===== src/rtl/axis_pkg.sv =====
// Shared AXI4-Stream definitions for the packet FIFO.
//   AXIS_DATA_W / AXIS_DEPTH : default tdata width and beat capacity
//   keep_w()                 : tkeep width for a given tdata width
//   axis_beat_t              : one stored beat {tdata, tkeep, tlast} at the default width
package axis_pkg;

  localparam int unsigned AXIS_DATA_W = 32;
  localparam int unsigned AXIS_DEPTH  = 16;

  // One tkeep bit per tdata byte.
  function automatic int unsigned keep_w(input int unsigned data_w);
    return data_w / 8;
  endfunction

  localparam int unsigned AXIS_KEEP_W = keep_w(AXIS_DATA_W);

  typedef struct packed {
    logic [AXIS_DATA_W-1:0] tdata;
    logic [AXIS_KEEP_W-1:0] tkeep;
    logic                   tlast;
  } axis_beat_t;

endpackage


===== src/rtl/axis_fifo_ram.sv =====
// Simple dual-port beat storage: one write port, one registered read port.
//   clk, rst          : clock, synchronous active-high reset (clears the read register only)
//   wr_en/addr/data   : write port
//   rd_en/addr        : read request; rd_data updates on the next edge and holds otherwise
//   rd_data           : registered read data
module axis_fifo_ram #(
  parameter int unsigned WIDTH = 37,
  parameter int unsigned DEPTH = 16
) (
  input  logic                     clk,
  input  logic                     rst,
  input  logic                     wr_en,
  input  logic [$clog2(DEPTH)-1:0] wr_addr,
  input  logic [WIDTH-1:0]         wr_data,
  input  logic                     rd_en,
  input  logic [$clog2(DEPTH)-1:0] rd_addr,
  output logic [WIDTH-1:0]         rd_data
);

  logic [WIDTH-1:0] mem_q [DEPTH];
  logic [WIDTH-1:0] rd_data_q;
  logic [WIDTH-1:0] rd_data_d;

  // Storage array, no reset needed.
  always_ff @(posedge clk) begin
    if (wr_en) begin
      mem_q[wr_addr] <= wr_data;
    end
  end

  // Read register holds its value unless a new read is requested.
  always_comb begin
    rd_data_d = rd_data_q;
    if (rd_en) begin
      rd_data_d = mem_q[rd_addr];
    end
  end

  always_ff @(posedge clk) begin
    if (rst) begin
      rd_data_q <= '0;
    end else begin
      rd_data_q <= rd_data_d;
    end
  end

  assign rd_data = rd_data_q;

endmodule


===== src/rtl/axis_pkt_fifo.sv =====
// AXI4-Stream beat FIFO with optional store-and-forward packet mode.
//   aclk, areset          : clock, synchronous active-high reset
//   s_axis_*              : upstream slave port (tready = space available, registered)
//   m_axis_*              : downstream master port, registered first-word-fall-through
//   occupancy             : beats held in storage (excludes the beat in the output register)
//   pkt_count             : complete packets (tlast beats) held in storage
// In PKT_MODE a beat leaves storage only once a whole packet is stored, except for a
// packet larger than the FIFO, which is streamed cut-through until its tlast leaves.
module axis_pkt_fifo
  import axis_pkg::*;
#(
  parameter int unsigned DATA_W   = AXIS_DATA_W,
  parameter int unsigned DEPTH    = AXIS_DEPTH,
  parameter bit          PKT_MODE = 1'b1
) (
  input  logic                       aclk,
  input  logic                       areset,
  input  logic [DATA_W-1:0]          s_axis_tdata,
  input  logic [DATA_W/8-1:0]        s_axis_tkeep,
  input  logic                       s_axis_tlast,
  input  logic                       s_axis_tvalid,
  output logic                       s_axis_tready,
  output logic [DATA_W-1:0]          m_axis_tdata,
  output logic [DATA_W/8-1:0]        m_axis_tkeep,
  output logic                       m_axis_tlast,
  output logic                       m_axis_tvalid,
  input  logic                       m_axis_tready,
  output logic [$clog2(DEPTH+1)-1:0] occupancy,
  output logic [$clog2(DEPTH+1)-1:0] pkt_count
);

  localparam int unsigned KEEP_W = keep_w(DATA_W);
  localparam int unsigned AW     = $clog2(DEPTH);
  localparam int unsigned CW     = $clog2(DEPTH + 1);
  localparam int unsigned BEAT_W = DATA_W + KEEP_W + 1;

  typedef struct packed {
    logic [DATA_W-1:0] tdata;
    logic [KEEP_W-1:0] tkeep;
    logic              tlast;
  } beat_t;

  logic [AW-1:0]    wr_ptr_q, wr_ptr_d;
  logic [AW-1:0]    rd_ptr_q, rd_ptr_d;
  logic [CW-1:0]    occ_q, occ_d;
  logic [CW-1:0]    pkt_q, pkt_d;
  logic             force_q, force_d;
  logic             m_valid_q, m_valid_d;
  logic             s_ready_q, s_ready_d;
  // Shadow of each slot's tlast so packet accounting needs no RAM read.
  logic [DEPTH-1:0] last_q, last_d;

  logic             wr_en;
  logic             rd_en;
  logic             rd_last;
  logic             eligible;
  beat_t            wr_beat;
  beat_t            rd_beat;
  logic [BEAT_W-1:0] rd_data;

  assign wr_beat = {s_axis_tdata, s_axis_tkeep, s_axis_tlast};

  // Next-state for pointers, counters, release flag and output valid.
  always_comb begin
    wr_en    = s_axis_tvalid & s_ready_q;
    rd_last  = last_q[rd_ptr_q];
    // A forced release may outrun the upstream writer, so storage must be non-empty too.
    eligible = (occ_q != '0) && (!PKT_MODE || (pkt_q != '0) || force_q);
    // Refill the output register when it is empty or being consumed this cycle.
    rd_en    = eligible & (!m_valid_q | m_axis_tready);

    wr_ptr_d  = wr_ptr_q + AW'(wr_en);
    rd_ptr_d  = rd_ptr_q + AW'(rd_en);
    occ_d     = occ_q + CW'(wr_en) - CW'(rd_en);
    pkt_d     = pkt_q + CW'(wr_en & s_axis_tlast) - CW'(rd_en & rd_last);
    m_valid_d = rd_en | (m_valid_q & ~m_axis_tready);

    last_d = last_q;
    if (wr_en) begin
      last_d[wr_ptr_q] = s_axis_tlast;
    end

    force_d = 1'b0;
    if (PKT_MODE) begin
      force_d = force_q;
      if (rd_en & rd_last) begin
        force_d = 1'b0;
      end else if ((occ_q == CW'(DEPTH)) && (pkt_q == '0)) begin
        // Full with no complete packet: nothing could ever leave otherwise.
        force_d = 1'b1;
      end
    end

    // Registered, so full-cycle reads only reopen the input on the following cycle.
    s_ready_d = (occ_d < CW'(DEPTH));
  end

  always_ff @(posedge aclk) begin
    if (areset) begin
      wr_ptr_q  <= '0;
      rd_ptr_q  <= '0;
      occ_q     <= '0;
      pkt_q     <= '0;
      force_q   <= 1'b0;
      m_valid_q <= 1'b0;
      s_ready_q <= 1'b0;
      last_q    <= '0;
    end else begin
      wr_ptr_q  <= wr_ptr_d;
      rd_ptr_q  <= rd_ptr_d;
      occ_q     <= occ_d;
      pkt_q     <= pkt_d;
      force_q   <= force_d;
      m_valid_q <= m_valid_d;
      s_ready_q <= s_ready_d;
      last_q    <= last_d;
    end
  end

  // The RAM read register doubles as the downstream data register.
  axis_fifo_ram #(
    .WIDTH (BEAT_W),
    .DEPTH (DEPTH)
  ) u_ram (
    .clk     (aclk),
    .rst     (areset),
    .wr_en   (wr_en),
    .wr_addr (wr_ptr_q),
    .wr_data (wr_beat),
    .rd_en   (rd_en),
    .rd_addr (rd_ptr_q),
    .rd_data (rd_data)
  );

  assign rd_beat       = beat_t'(rd_data);
  assign m_axis_tdata  = rd_beat.tdata;
  assign m_axis_tkeep  = rd_beat.tkeep;
  assign m_axis_tlast  = rd_beat.tlast;
  assign m_axis_tvalid = m_valid_q;
  assign s_axis_tready = s_ready_q;
  assign occupancy     = occ_q;
  assign pkt_count     = pkt_q;

endmodule

===== config.mk =====
export PLATFORM = sky130hd
export DESIGN_NAME = axis_pkt_fifo
export DESIGN_NICKNAME = d
export VERILOG_FILES = /design/src/rtl/axis_pkg.sv /design/src/rtl/axis_fifo_ram.sv /design/src/rtl/axis_pkt_fifo.sv
export SDC_FILE = /design/constraint.sdc
export NUM_CORES = 1
export LEC_CHECK = 0
export CORE_UTILIZATION = 45
export DETAILED_ROUTE_END_ITERATION = 16
export PLACE_DENSITY = 0.61
export SETUP_SLACK_MARGIN = 0.1
export SYNTH_ARGS = -nofsm -noshare
export SYNTH_HDL_FRONTEND = slang
export SYNTH_SLANG_ARGS = --single-unit

===== constraint.sdc =====
create_clock -name aclk -period 5.3 [get_ports aclk]
set_clock_uncertainty 0.1 [all_clocks]
set_input_delay 1.06 -clock aclk [delete_from_list [all_inputs] [get_ports aclk]]
set_output_delay 1.06 -clock aclk [all_outputs]
set_load 0.01 [all_outputs]

* Yosys cells after proc, flatten, opt, wreduce, memory -nomap -nowiden
Memory sizes are Yosys's and may differ from the RTL's. A register that Yosys moved wholly into a read port is not among the register bits.
Cells that the tools add are included.
** Operators by class
- Add/sub/neg operators :: 6
- Multiply operators :: 0
- Div/mod/pow operators :: 0
- Order comparisons :: 4
- Equal/unequal tests :: 1
- Shifts and indexed selects :: 0
- Muxes and demuxes :: 7
- Bitwise operators :: 9
- Reductions and logical operators :: 9
** Operator list (number)
- 16-bit bitwise mux :: 1
- 5-bit by 1-bit adder with 5-bit output :: 2
- 4-bit by 5-bit less-than comparator with 1-bit output, second input constant :: 2
- 5-bit nonzero test :: 2
- 5-bit by 1-bit subtractor with 5-bit output :: 2
- 4-bit by 1-bit adder with 4-bit output :: 2
- 1-bit bitwise AND :: 6
- 5-bit equality test, second input constant :: 1
- 5-bit logical NOT :: 1
- 5-bit less-than comparator, second input constant :: 1
- 1-bit binary-select mux with 4-bit select :: 1
- 1-bit demux with 4-bit select :: 1
- 4-bit by 1-bit >= comparator with 1-bit output, second input constant :: 1
- 1-bit 2-to-1 mux :: 4
- 1-bit logical AND :: 3
- 1-bit OR :: 2
- 2-bit OR reduction :: 1
- 1-bit logical NOT :: 1
- 1-bit logical OR :: 1
- 1-bit inverter :: 1
** Word-level totals
- Register bits :: 37
- Bits in latches :: 0
- Memory bits (writable) :: 592
- Bits in read-only memories :: 0
- Input port bits :: 41
- Output and inout bits :: 49
- Logic and storage cells :: 45
- Memories kept :: 1
** Memory list
- u_ram.mem_q :: depth 16, bits a word 37, rd ports 1, clocked after Yosys merged registers in 1, write ports 1, line axis_fifo_ram.sv:20 : logic [WIDTH-1:0] mem_q [DEPTH];

* Logic depth before layout (Yosys ltp)
Gate-level depths: netlist of the first run.
- Depth after elaboration :: 6
- Mapped depth :: 16
- Mapped depth without buffers :: 15

* Hierarchy
From an unflattened synthesis of the first run, not the netlist that was laid out.
** Unflattened totals
- Cell total of the unflattened synthesis :: 1621
- Area, all modules :: 25966.2 sq um
** Modules (own cells, without submodules)
- axis_fifo_ram :: instances 1, cells each 1400, area each 23970.5 sq um, seq. area each 18517.8 sq um
- axis_pkt_fifo :: instances 1, cells each 221, area each 1995.7 sq um, seq. area each 740.7 sq um

* Worst setup path before layout of the first run
Ideal clock, no wire load.
- Kind :: input port to flip-flop
- Start point :: input s_axis_tvalid
- End point :: register last_q[0]
- Data arrival time :: 4.351 ns
- Setup slack :: 0.722 ns
- Cell stages on the path :: 4
- Path buffers :: 0
- Cells stage by stage :: nand4bb_1 -> nor3_1 -> mux2i_1 -> nor2_1
** On the way
- Longest elaborated chain between the ends :: 1
** RTL lines
- from (decl) :: line axis_pkt_fifo.sv:21 : input logic s_axis_tvalid,
- 1-bit bitwise AND :: line axis_pkt_fifo.sv:65 : wr_en = s_axis_tvalid & s_ready_q;
- to (signal assigned) :: line axis_pkt_fifo.sv:116 : last_q <= last_d;
- to (decl) :: line axis_pkt_fifo.sv:51 : logic [DEPTH-1:0] last_q, last_d;
Every way passes these cells.
A chain may end at the register's enable or synchronous reset.

* Final worst setup path of the first run
- Start point :: input m_axis_tready
- End point :: register pkt_q[4] (netlist: pkt_count[4])
** On the way
- Longest elaborated chain between the ends :: 4
** RTL lines
- from (decl) :: line axis_pkt_fifo.sv:27 : input logic m_axis_tready,
- 1-bit OR :: line axis_pkt_fifo.sv:70 : rd_en = eligible & (!m_valid_q | m_axis_tready);
- 1-bit bitwise AND :: line axis_pkt_fifo.sv:70
- 1-bit bitwise AND :: line axis_pkt_fifo.sv:75 : pkt_d = pkt_q + CW'(wr_en & s_axis_tlast) - CW'(rd_en & rd_last);
- 5-bit by 1-bit subtractor with 5-bit output :: line axis_pkt_fifo.sv:75
- to (signal assigned) :: line axis_pkt_fifo.sv:112 : pkt_q <= pkt_d;
- to (decl) :: line axis_pkt_fifo.sv:46 : logic [CW-1:0] pkt_q, pkt_d;
Every way passes these cells.

==> results of run 1 <==
-- cells by family after synthesis --
family | after synthesis
flip-flops | 666
AND/OR/NAND/NOR | 202
multiplexers | 197
AO/OA/AOI/OAI | 99
buffers and inverters | 80
adder cells (fa/ha/maj) | 16
XOR/XNOR | 9
-- through the flow --
stage	total power, uW	cells	cell area (um2)
after detailed placement	8410	2078	27300
after CTS	13100	2197	29500
after global placement	8390	2078	27300
final	13000	2197	29500
after floorplan	7540	1269	25400
after global routing	13500	2197	29500
-- layout by cell type, fill, tap and decap left out, drive strengths merged, types with 7 or more instances in the layout --
| master | instances |
|---|---|
| clkdlybuf4s50 | 89 |
| bufinv | 8 |
| mux4 | 148 |
| mux2 | 19 |
| o21ai | 13 |
| nand2 | 119 |
| clkbuf | 85 |
| buf | 38 |
| dfxtp | 74 |
| edfxtp | 592 |
| ha | 14 |
| a21oi | 35 |
| nor2b | 9 |
| xnor2 | 7 |
| inv | 16 |
| nor2 | 50 |
| mux2i | 30 |
| clkinv | 21 |
| a221o | 37 |
-- path summary, 6_finish.rpt --
path | end | slack [ns] | cells past startpoint
min reg2reg | last_q[7] | 0.38 | 2
min | last_q[7] | 0.38 | 2
max | pkt_count[4] | 1.74 | 14
max reg2reg | pkt_count[4] | 1.82 | 15
-- registers in the layout, summed over array words and instances, names as in the netlist --
register	cells
u_ram.mem_q	592
u_ram.rd_data	37
wr_ptr_q	4
pkt_count	5
rd_ptr_q	4
occupancy	5
last_q	16
m_axis_tvalid	1
force_q	1
s_axis_tready	1
-- critical path, delay by kind of cell --
family,cells,cell delay (ns)
adder cells (fa/ha/maj),3,0.82
AND/OR/NAND/NOR,4,0.94
buffers and inverters,3,0.57
AO/OA/AOI/OAI,4,0.53
-- power breakdown --
part           switching (uW)  total [uW]  internal [uW]
clock network            1900        4690           2780
logic                    1040        2070           1040
registers                 246        6200           5960
total                    3190       13000           9780
-- final cells by class --
| class | count | share of cell area [%] |
|---|---|---|
| flip-flops and latches | 666 | 65.3 |
| repair buffers | 127 | 4.03 |
| inverters | 14 | 0.178 |
| multi-input cells | 523 | 19.9 |
| clock inverters | 34 | 1.30 |
| well taps | 748 | 3.17 |
| clock buffers | 85 | 6.06 |
-- metal layers --
metal	track usage [%]	vias up	share of wire (%)
met2	31.0	370	48
li1	-	5387	-
met1	28.1	6655	44
met5	0	-	0
met4	5.94	0	1.7
met3	3.79	69	6.1
==> flow_results.xml, run 1 <==
<?xml version="1.0" encoding="UTF-8"?>
<metrics>
  <group name="cells_and_area">
    <metric name="drive_gt1_share" unit="%">22.7</metric>
    <metric name="area_delta_synth_final" unit="%">16.1</metric>
    <metric name="layout.core_utilization" unit="%">53.2</metric>
    <metric name="num_antenna_cells" unit="">0</metric>
    <metric name="final-seq-area" unit="mm2">0.0193</metric>
    <metric name="multi_input_area" unit="mm2">0.00588</metric>
    <metric name="fin_nets" unit="">1456</metric>
    <metric name="n_fill_cell" unit="">4325</metric>
  </group>
  <group name="clock_tree">
    <metric name="cts-buffers-inserted" unit="">67</metric>
    <metric name="ctsHoldBuffers" unit="">0</metric>
    <metric name="clock_tree.root_cell" unit="">clkbuf_16</metric>
    <metric name="cts_tree" unit="">built</metric>
    <metric name="cts-resized-gates" unit="">0</metric>
    <metric name="clkSlewWorstSetupHoldPaths" unit="ns">0.06</metric>
    <metric name="htree_num_levels" unit="">3</metric>
    <metric name="cts_max_path_buffers" unit="">3</metric>
    <metric name="clk_latency" unit="ns">0.59</metric>
    <metric name="cts.sinks" unit="">666</metric>
    <metric name="cts_post_setup_buffers_inserted" unit="">0</metric>
  </group>
  <group name="synthesis">
    <metric name="synthArstFlopShare" unit="%">0</metric>
    <metric name="synth_sequential_area_ratio" unit="%">75.8</metric>
    <metric name="synth.cells.most_frequent" unit="">edfxtp_1, mux4_2, nand2_1</metric>
    <metric name="synthesized_netlist_net_count" unit="">1326</metric>
    <metric name="post_synth_inst_count" unit="">1269</metric>
    <metric name="postSynthAreaPerCell" unit="um2">20.0</metric>
    <metric name="post_synth_fa_ha_maj_area_fraction" unit="%">0.847</metric>
    <metric name="synth_unique_cells" unit="">44</metric>
    <metric name="synthXorXnorAreaFrac" unit="%">0.310</metric>
    <metric name="post_synth_mux_area_share" unit="%">15.1</metric>
    <metric name="yosys.area_share.simple" unit="%">3.44</metric>
    <metric name="cell_type_with_the_highest_aggregate_area_in_the_netlist" unit="">edfxtp_1</metric>
    <metric name="syn_std_cell_area" unit="mm2">0.0254</metric>
    <metric name="synth_top_flop_cell" unit="">edfxtp_1</metric>
    <metric name="synth.top_cell.area_share" unit="%">69.9</metric>
    <metric name="synth-edff-count" unit="">592</metric>
    <metric name="synth.area.top_cells" unit="">edfxtp_1, mux4_2, dfxtp_1</metric>
    <metric name="synth_area_in_compound_gates" unit="%">2.96</metric>
    <metric name="most_instantiated_library_cell_after_synthesis" unit="">edfxtp_1</metric>
    <metric name="ys_warn_count" unit="">0</metric>
    <metric name="yosys_register_bits" unit="">666</metric>
    <metric name="main_combinational_cell_family_by_area_after_synthesis" unit="">multiplexers</metric>
  </group>
  <group name="global_route">
    <metric name="grt_first_pass_wirelength" unit="um">81900</metric>
    <metric name="grt_overflow_total" unit="">0</metric>
    <metric name="number_of_global_route_vias_before_repair" unit="">12952</metric>
    <metric name="antenna_found_initial" unit="">0</metric>
    <metric name="grt_start_max_net_pins" unit="">61</metric>
    <metric name="grt_usage" unit="%">19.8</metric>
  </group>
  <group name="timing">
    <metric name="setup_total_negative_slack" unit="ns">0</metric>
    <metric name="finalCritPeriodShare" unit="%">67.1</metric>
    <metric name="hold_slack" unit="ns">0.380</metric>
    <metric name="final-max-slew-violation-count" unit="">0</metric>
    <metric name="finalSetupViolCount" unit="">0</metric>
    <metric name="relSlewSlack" unit="%">35.3</metric>
    <metric name="grt_setup_unrepaired" unit="">false</metric>
    <metric name="worst_slew_pin_slew" unit="ns">0.970</metric>
    <metric name="postLayoutSetupSlackWorst" unit="ns">1.74</metric>
    <metric name="report.final.hold_viol_count" unit="">0</metric>
    <metric name="fmax" unit="MHz">281</metric>
    <metric name="fin_crit" unit="ns">3.56</metric>
  </group>
  <group name="critical_path">
    <metric name="setup.worst_path.start_class" unit="">input pin</metric>
    <metric name="worst_setup_path_end_kind" unit="">flip-flop</metric>
    <metric name="critical_path_required" unit="ns">5.65</metric>
    <metric name="cp_slowest_stage_delay" unit="ns">0.45</metric>
    <metric name="arr_time_crit_path" unit="ns">3.91</metric>
    <metric name="worstPathCellList" unit="">clkdlybuf4s50_1 &gt; nand2b_1 &gt; o211ai_4 &gt; or3_1 &gt; o31ai_1 &gt; ha_1 &gt; inv_1 &gt; ha_1 &gt; inv_1 &gt; fa_1 &gt; nor2b_1 &gt; o21bai_1 &gt; a21oi_1 &gt; nor3b_1</metric>
    <metric name="reg2reg_from" unit="">pkt_count[3]</metric>
    <metric name="launch_point_of_the_worst_path" unit="">m_axis_tready</metric>
    <metric name="crit_type" unit="">input pin to flip-flop</metric>
    <metric name="path_max_fanout" unit="">9</metric>
    <metric name="cpMaxStageDelayCell" unit="">clkdlybuf4s50_1</metric>
  </group>
  <group name="routing">
    <metric name="drt-total-wl" unit="um">54800</metric>
    <metric name="first_pass_iters" unit="">5</metric>
    <metric name="avgRoutedWirePerCell" unit="um">24.9</metric>
    <metric name="dr.first_iter.drc_count" unit="">917</metric>
    <metric name="num_vias" unit="">12481</metric>
    <metric name="vias_per_cell" unit="">5.68</metric>
    <metric name="antenna_violating_nets_post_route" unit="">0</metric>
    <metric name="drc_errors" unit="">0</metric>
  </group>
  <group name="power_and_ir_drop">
    <metric name="max-vdd-ir-drop" unit="V">0.000250</metric>
    <metric name="leakage" unit="uW">0.00924</metric>
    <metric name="power_per_cell_area" unit="mW/mm2">439</metric>
  </group>
  <group name="floorplanning">
    <metric name="width_of_the_chip" unit="um">240</metric>
    <metric name="die_h" unit="um">240</metric>
    <metric name="fp.coreArea" unit="mm2">0.0554</metric>
    <metric name="floorplan.die_area" unit="mm2">0.0574</metric>
    <metric name="placementRows" unit="">86</metric>
    <metric name="num_io_pins" unit="">90</metric>
    <metric name="start_util" unit="%">45.9</metric>
  </group>
  <group name="place">
    <metric name="numPortBuffers" unit="">89</metric>
    <metric name="hpwl" unit="um">30600</metric>
    <metric name="place_congestion" unit="">0.772</metric>
    <metric name="preCtsSetupSlack" unit="ns">1.15</metric>
  </group>
  <group name="status">
    <metric name="outcome" unit="">complete, no violations</metric>
  </group>
  <group name="worst_hold_path">
    <metric name="worst_hold_path_type" unit="">flip-flop to flip-flop</metric>
    <metric name="timing.hold.worst.start" unit="">last_q[7]</metric>
  </group>
  <group name="flow_run">
    <metric name="drv.max_cap_violation_count" unit="">0</metric>
  </group>
</metrics>
Note: power is estimated with default switching activity, not from simulation.
==> inputs of run 2 (changes only) <==
Settings changed: PLACE_DENSITY 0.61 to 0.63.
Clock period 5.3 ns to 3.16 ns, I/O delays scaled along.
==> run 2 against run 1 <==
Against the previous run: wire length grew 3.1%; largest cell class unchanged; global-route usage grew 0.50 points; die area is the same; combinational power grew 85%; sequential power grew 66%; setup slack lost 1.6 ns; non-clock buffer count grew 29; count of clock-buffer cells in the layout grew 8; final area grew 2.3%.
==> flow_results.xml, run 2 (synthesized netlist as in run 1, its figures left out) <==
<?xml version="1.0" encoding="UTF-8"?>
<metrics>
  <group name="global_route">
    <metric name="grt_start_max_net_pins" unit="">152</metric>
    <metric name="antenna_found_initial" unit="">1</metric>
    <metric name="grt_overflow_total" unit="">0</metric>
    <metric name="number_of_global_route_vias_before_repair" unit="">13087</metric>
    <metric name="grt_usage" unit="%">20.3</metric>
    <metric name="grt_first_pass_wirelength" unit="um">84200</metric>
  </group>
  <group name="routing">
    <metric name="drt-total-wl" unit="um">56500</metric>
    <metric name="first_pass_iters" unit="">5</metric>
    <metric name="avgRoutedWirePerCell" unit="um">25.3</metric>
    <metric name="dr.first_iter.drc_count" unit="">1057</metric>
    <metric name="antenna_violating_nets_post_route" unit="">0</metric>
    <metric name="drc_errors" unit="">0</metric>
    <metric name="num_vias" unit="">12615</metric>
    <metric name="vias_per_cell" unit="">5.65</metric>
  </group>
  <group name="power_and_ir_drop">
    <metric name="total_power" unit="uW">22100</metric>
    <metric name="power_per_cell_area" unit="mW/mm2">732</metric>
    <metric name="leakage" unit="uW">0.00947</metric>
    <metric name="max-vdd-ir-drop" unit="V">0.000405</metric>
  </group>
  <group name="cells_and_area">
    <metric name="layout.core_utilization" unit="%">54.4</metric>
    <metric name="largest_register_ff_count" unit="">592</metric>
    <metric name="mostFrequentLayoutCells" unit="">edfxtp_1, mux4_2, nand2_1, clkdlybuf4s50_1, clkbuf_16</metric>
    <metric name="n_fill_cell" unit="">4173</metric>
    <metric name="num_antenna_cells" unit="">0</metric>
    <metric name="fin_nets" unit="">1487</metric>
    <metric name="final_common_cell" unit="">edfxtp_1</metric>
    <metric name="layout.cell_area.non_filler" unit="mm2">0.0302</metric>
    <metric name="area_delta_synth_final" unit="%">18.7</metric>
    <metric name="drive_gt1_share" unit="%">25.5</metric>
    <metric name="max_flop_register" unit="">u_ram.mem_q</metric>
  </group>
  <group name="clock_tree">
    <metric name="cts.sinks" unit="">666</metric>
    <metric name="clk_latency" unit="ns">0.60</metric>
    <metric name="cts_tree" unit="">built</metric>
    <metric name="clkSlewWorstSetupHoldPaths" unit="ns">0.06</metric>
    <metric name="ctsHoldBuffers" unit="">0</metric>
    <metric name="cts-buffers-inserted" unit="">69</metric>
    <metric name="cts_max_path_buffers" unit="">3</metric>
    <metric name="htree_num_levels" unit="">3</metric>
    <metric name="clock_tree.root_cell" unit="">clkbuf_16</metric>
  </group>
  <group name="timing">
    <metric name="fin_crit" unit="ns">3.04</metric>
    <metric name="finalSetupViolCount" unit="">0</metric>
    <metric name="hold_slack" unit="ns">0.380</metric>
    <metric name="fmax" unit="MHz">328</metric>
    <metric name="finalCritPeriodShare" unit="%">96.4</metric>
    <metric name="setup_total_negative_slack" unit="ns">0</metric>
    <metric name="report.final.hold_viol_count" unit="">0</metric>
    <metric name="grt_setup_unrepaired" unit="">true</metric>
    <metric name="final-max-slew-violation-count" unit="">0</metric>
    <metric name="worst_slew_pin_slew" unit="ns">0.959</metric>
    <metric name="relSlewSlack" unit="%">36.0</metric>
  </group>
  <group name="critical_path">
    <metric name="cpMaxStageDelayCell" unit="">or4b_4</metric>
    <metric name="cp_slowest_stage_delay" unit="ns">0.48</metric>
    <metric name="path_max_fanout" unit="">3</metric>
    <metric name="buffering_stage_count_on_the_worst_path_with_inverters_included" unit="">3</metric>
    <metric name="worst_r2r_path_depth" unit="">15</metric>
    <metric name="critical_path.most_common_cell" unit="">inv_2</metric>
    <metric name="arr_time_crit_path" unit="ns">3.43</metric>
    <metric name="worst_setup_path_end_kind" unit="">flip-flop</metric>
    <metric name="setup.worst_path.start_class" unit="">flip-flop</metric>
    <metric name="path_depth" unit="">15</metric>
    <metric name="worstPathCellList" unit="">inv_2 &gt; ha_4 &gt; or4b_4 &gt; o211ai_4 &gt; or3_4 &gt; o31ai_2 &gt; ha_1 &gt; inv_1 &gt; ha_2 &gt; inv_2 &gt; fa_2 &gt; nor2b_4 &gt; o21bai_4 &gt; a21oi_2 &gt; nor3b_2</metric>
    <metric name="critical_path_required" unit="ns">3.54</metric>
    <metric name="path_delay_family" unit="">adder cells</metric>
    <metric name="crit_type" unit="">flip-flop to flip-flop</metric>
  </group>
  <group name="floorplanning">
    <metric name="num_io_pins" unit="">90</metric>
    <metric name="placementRows" unit="">86</metric>
    <metric name="die_h" unit="um">240</metric>
    <metric name="width_of_the_chip" unit="um">240</metric>
    <metric name="floorplan.die_area" unit="mm2">0.0574</metric>
    <metric name="fp.coreArea" unit="mm2">0.0554</metric>
    <metric name="start_util" unit="%">45.9</metric>
  </group>
  <group name="place">
    <metric name="dpl_cell_area" unit="mm2">0.0278</metric>
    <metric name="hpwl" unit="um">29400</metric>
    <metric name="numPortBuffers" unit="">89</metric>
    <metric name="place_congestion" unit="">0.741</metric>
  </group>
  <group name="status">
    <metric name="outcome" unit="">complete, no violations</metric>
  </group>
  <group name="flow_run">
    <metric name="drv.max_cap_violation_count" unit="">0</metric>
  </group>
  <group name="worst_hold_path">
    <metric name="worst_hold_path_type" unit="">flip-flop to flip-flop</metric>
    <metric name="min_delay_path_depth" unit="">2</metric>
  </group>
</metrics>
-- run 2: cell count changes in the layout (fill, tap and decap cells not counted), moves of 4 or more --
cell / delta
inv_1: -4
dfxtp_1: -4
clkinv_1: +6
clkinv_2: -5
nor3_2: -4
buf_12: +24
nor3_4: +4
dfxtp_2: +4
inv_2: +4
buf_4: +5
-- run 2: per-stage QoR --
stage / setup slack, ns / std cells
after floorplan: 0.0724 / 1269
after global placement: -0.169 / 2099
after detailed placement: -0.231 / 2099
after CTS: 0.121 / 2224
after global routing: -0.0262 / 2232
final: 0.115 / 2232
-- run 2: worst reg2reg max path, stage by stage (launching register included) --
cell      delay [ns]
dfxtp_2         0.33
inv_2           0.08
ha_4            0.13
or4b_4          0.48
o211ai_4        0.18
or3_4           0.15
o31ai_2         0.05
ha_1            0.28
inv_1           0.06
ha_2            0.18
inv_2           0.05
fa_2            0.40
nor2b_4         0.16
o21bai_4        0.08
a21oi_2         0.16
nor3b_2         0.06
-- run 2: worst paths after layout --
kind	endpoint	slack, ns	startpoint
min reg2reg	last_q[13]	0.38	last_q[13]
max reg2reg	pkt_count[4]	0.12	pkt_count[3]
max	pkt_count[4]	0.12	pkt_count[3]
min	last_q[13]	0.38	last_q[13]
-- run 2: area by class of cell --
class	count	area [um2]	area share (%)
inverters	14	52.6	0.174
clock buffers	93	1910	6.34
repair buffers	156	1710	5.66
well taps	748	936	3.10
clock inverters	32	299	0.992
flip-flops and latches	666	19300	63.9
multi-input cells	523	5980	19.8
-- run 2: what timing repair did --
action,in CTS,in global routing
setup endpoints to repair,1,3
buffers inserted,0,8
pin swaps,0,9
gates resized for setup,3,18
cloned,0,0
-- run 2: power breakdown --
part	leakage [uW]	switching [uW]	internal [uW]
Clock	0.00108	3270	4660
Combinational	0.00246	1880	1950
Sequential	0.00593	308	10000
-- run 2: per-layer routing --
layer | track usage, % | vias to the layer above | share of wire (%)
met5 | 0 | - | 0.028
met4 | 6.53 | 2 | 2.1
met3 | 3.32 | 85 | 5.0
met2 | 34.0 | 343 | 50
met1 | 27.1 | 6720 | 42
li1 | - | 5465 | -
==> inputs of run 3 (changes only) <==
Settings changed: CORE_MARGIN set to 10.
==> run 3 against run 2 <==
Against the previous run: non-clock buffer count down 7; hold slack worse by 0.0045 ns; combinational power down 2%; count of clock-buffer cells in the layout up 11; final area about the same; sequential power about the same; final cell count about the same; maximum frequency up 1.1%; sequential share of layout area about the same.
==> flow_results.xml, run 3 (synthesized netlist as in run 1, its figures left out) <==
<?xml version="1.0" encoding="UTF-8"?>
<metrics>
  <group name="status">
    <metric name="outcome" unit="">complete, no violations</metric>
  </group>
  <group name="routing">
    <metric name="drt-total-wl" unit="um">55600</metric>
    <metric name="first_pass_iters" unit="">5</metric>
    <metric name="avgRoutedWirePerCell" unit="um">24.9</metric>
    <metric name="antenna_violating_nets_post_route" unit="">0</metric>
    <metric name="vias_per_cell" unit="">5.59</metric>
    <metric name="drc_errors" unit="">0</metric>
    <metric name="dr.first_iter.drc_count" unit="">938</metric>
    <metric name="num_vias" unit="">12492</metric>
  </group>
  <group name="timing">
    <metric name="grt_setup_unrepaired" unit="">true</metric>
    <metric name="report.final.hold_viol_count" unit="">0</metric>
    <metric name="worst_slew_pin_slew" unit="ns">0.958</metric>
    <metric name="fin_crit" unit="ns">3.01</metric>
    <metric name="finalSetupViolCount" unit="">0</metric>
    <metric name="setup_total_negative_slack" unit="ns">0</metric>
    <metric name="relSlewSlack" unit="%">36.1</metric>
    <metric name="final-max-slew-violation-count" unit="">0</metric>
    <metric name="fmax" unit="MHz">332</metric>
    <metric name="finalCritPeriodShare" unit="%">95.3</metric>
  </group>
  <group name="floorplanning">
    <metric name="floorplan.die_area" unit="mm2">0.0664</metric>
    <metric name="placementRows" unit="">87</metric>
    <metric name="start_util" unit="%">45.2</metric>
    <metric name="width_of_the_chip" unit="um">258</metric>
    <metric name="die_h" unit="um">258</metric>
    <metric name="fp.coreArea" unit="mm2">0.0562</metric>
    <metric name="num_io_pins" unit="">90</metric>
  </group>
  <group name="clock_tree">
    <metric name="cts.sinks" unit="">666</metric>
    <metric name="cts-buffers-inserted" unit="">69</metric>
    <metric name="htree_num_levels" unit="">3</metric>
    <metric name="clk_latency" unit="ns">0.59</metric>
    <metric name="cts_tree" unit="">built</metric>
    <metric name="ctsHoldBuffers" unit="">0</metric>
    <metric name="clock_tree.root_cell" unit="">clkbuf_16</metric>
    <metric name="clkSlewWorstSetupHoldPaths" unit="ns">0.06</metric>
    <metric name="cts_max_path_buffers" unit="">3</metric>
  </group>
  <group name="global_route">
    <metric name="grt_first_pass_wirelength" unit="um">83400</metric>
    <metric name="grt_usage" unit="%">16.7</metric>
    <metric name="number_of_global_route_vias_before_repair" unit="">12913</metric>
    <metric name="grt_start_max_net_pins" unit="">152</metric>
    <metric name="antenna_found_initial" unit="">1</metric>
    <metric name="grt_overflow_total" unit="">0</metric>
  </group>
  <group name="critical_path">
    <metric name="worstPathCellList" unit="">inv_2 &gt; ha_4 &gt; or4b_4 &gt; o211ai_4 &gt; or3_4 &gt; o31ai_4 &gt; ha_1 &gt; inv_1 &gt; ha_2 &gt; inv_2 &gt; fa_2 &gt; nor2b_2 &gt; o21bai_1 &gt; a21oi_1 &gt; nor3b_2</metric>
    <metric name="path_delay_family" unit="">adder cells</metric>
    <metric name="crit_type" unit="">flip-flop to flip-flop</metric>
    <metric name="worst_setup_path_end_kind" unit="">flip-flop</metric>
    <metric name="r2r_setup_slack" unit="ns">0.15</metric>
    <metric name="cp_slowest_stage_delay" unit="ns">0.47</metric>
    <metric name="cpMaxStageDelayCell" unit="">or4b_4</metric>
    <metric name="path_max_fanout" unit="">3</metric>
    <metric name="critical_path_required" unit="ns">3.54</metric>
    <metric name="buffering_stage_count_on_the_worst_path_with_inverters_included" unit="">3</metric>
    <metric name="arr_time_crit_path" unit="ns">3.39</metric>
    <metric name="setup.worst_path.start_class" unit="">flip-flop</metric>
    <metric name="critical_path.most_common_cell" unit="">inv_2</metric>
  </group>
  <group name="cells_and_area">
    <metric name="mostFrequentLayoutCells" unit="">edfxtp_1, mux4_2, nand2_1, clkdlybuf4s50_1, clkbuf_16</metric>
    <metric name="fin_nets" unit="">1480</metric>
    <metric name="layout.cell_area.non_filler" unit="mm2">0.0301</metric>
    <metric name="largest_register_ff_count" unit="">592</metric>
    <metric name="final_common_cell" unit="">edfxtp_1</metric>
    <metric name="area_delta_synth_final" unit="%">18.6</metric>
    <metric name="multi_input_area" unit="mm2">0.00596</metric>
    <metric name="drive_gt1_share" unit="%">25.2</metric>
    <metric name="num_antenna_cells" unit="">0</metric>
    <metric name="max_flop_register" unit="">u_ram.mem_q</metric>
    <metric name="n_fill_cell" unit="">4386</metric>
    <metric name="final-seq-area" unit="mm2">0.0193</metric>
  </group>
  <group name="power_and_ir_drop">
    <metric name="leakage" unit="uW">0.00945</metric>
    <metric name="max-vdd-ir-drop" unit="V">0.000383</metric>
    <metric name="power_per_cell_area" unit="mW/mm2">737</metric>
  </group>
  <group name="place">
    <metric name="place_congestion" unit="">0.736</metric>
    <metric name="hpwl" unit="um">28800</metric>
    <metric name="dpl_cell_area" unit="mm2">0.0278</metric>
    <metric name="numPortBuffers" unit="">89</metric>
  </group>
  <group name="worst_hold_path">
    <metric name="worst_hold_path_type" unit="">flip-flop to flip-flop</metric>
  </group>
  <group name="flow_run">
    <metric name="drv.max_cap_violation_count" unit="">0</metric>
  </group>
</metrics>
-- run 3: tightest hold or removal path, cell delays in order, from the launching register on --
cell and delay [ns]:
dfxtp_1 0.30, o21ai_0 0.06, a21oi_1 0.06
-- run 3: power breakdown --
part / total, uW / internal (uW) / switching [uW]
Clock: 8160 / 4890 / 3270
Combinational: 3740 / 1900 / 1840
Sequential: 10300 / 9990 / 311
Total: 22200 / 16800 / 5420
-- run 3: metrics by stage --
| stage | utilization (%) | setup slack [ns] | power [uW] | std cells | hold WS (ns) |
|---|---|---|---|---|---|
| global route | 53.7 | 0.0270 | 23100 | 2234 | 0.392 |
| global placement | 49.4 | -0.146 | 14200 | 2105 | 0.362 |
| CTS | 53.5 | 0.120 | 22400 | 2231 | 0.376 |
| finish | 53.7 | 0.148 | 22200 | 2234 | 0.376 |
| detailed placement | 49.4 | -0.258 | 14200 | 2105 | 0.367 |
| floorplan | - | 0.0724 | 12700 | 1269 | 0.350 |
-- run 3: area by class of cell --
type                       instances  share of cell area (%)
sequential                       666                    63.9
multi-input combinational        523                    19.8
clock buffer                     104                    6.78
timing repair buffer             149                    5.32
tap                              756                    3.14
clock inverter                    22                   0.876
inverter                          14                   0.174
-- run 3: final timing paths --
kind / startpoint / end / cells past startpoint
hold reg to reg: last_q[6] / last_q[6] / 2
setup reg to reg: pkt_count[2] / pkt_count[4] / 15
hold / removal: last_q[6] / last_q[6] / 2
setup / recovery: pkt_count[2] / pkt_count[4] / 15
-- run 3: routing by layer --
layer / GRT usage [%] / wire [um]
met1: 22.4 / 23800
met2: 27.6 / 27900
met3: 2.98 / 2680
met4: 4.92 / 1200
met5: 0 / 17
-- run 3: timing repair --
item	CTS	global route
setup endpoints to repair	2	3
setup buffers	0	3
gates cloned	0	0
pin swaps	0	4
gates resized for setup	3	14
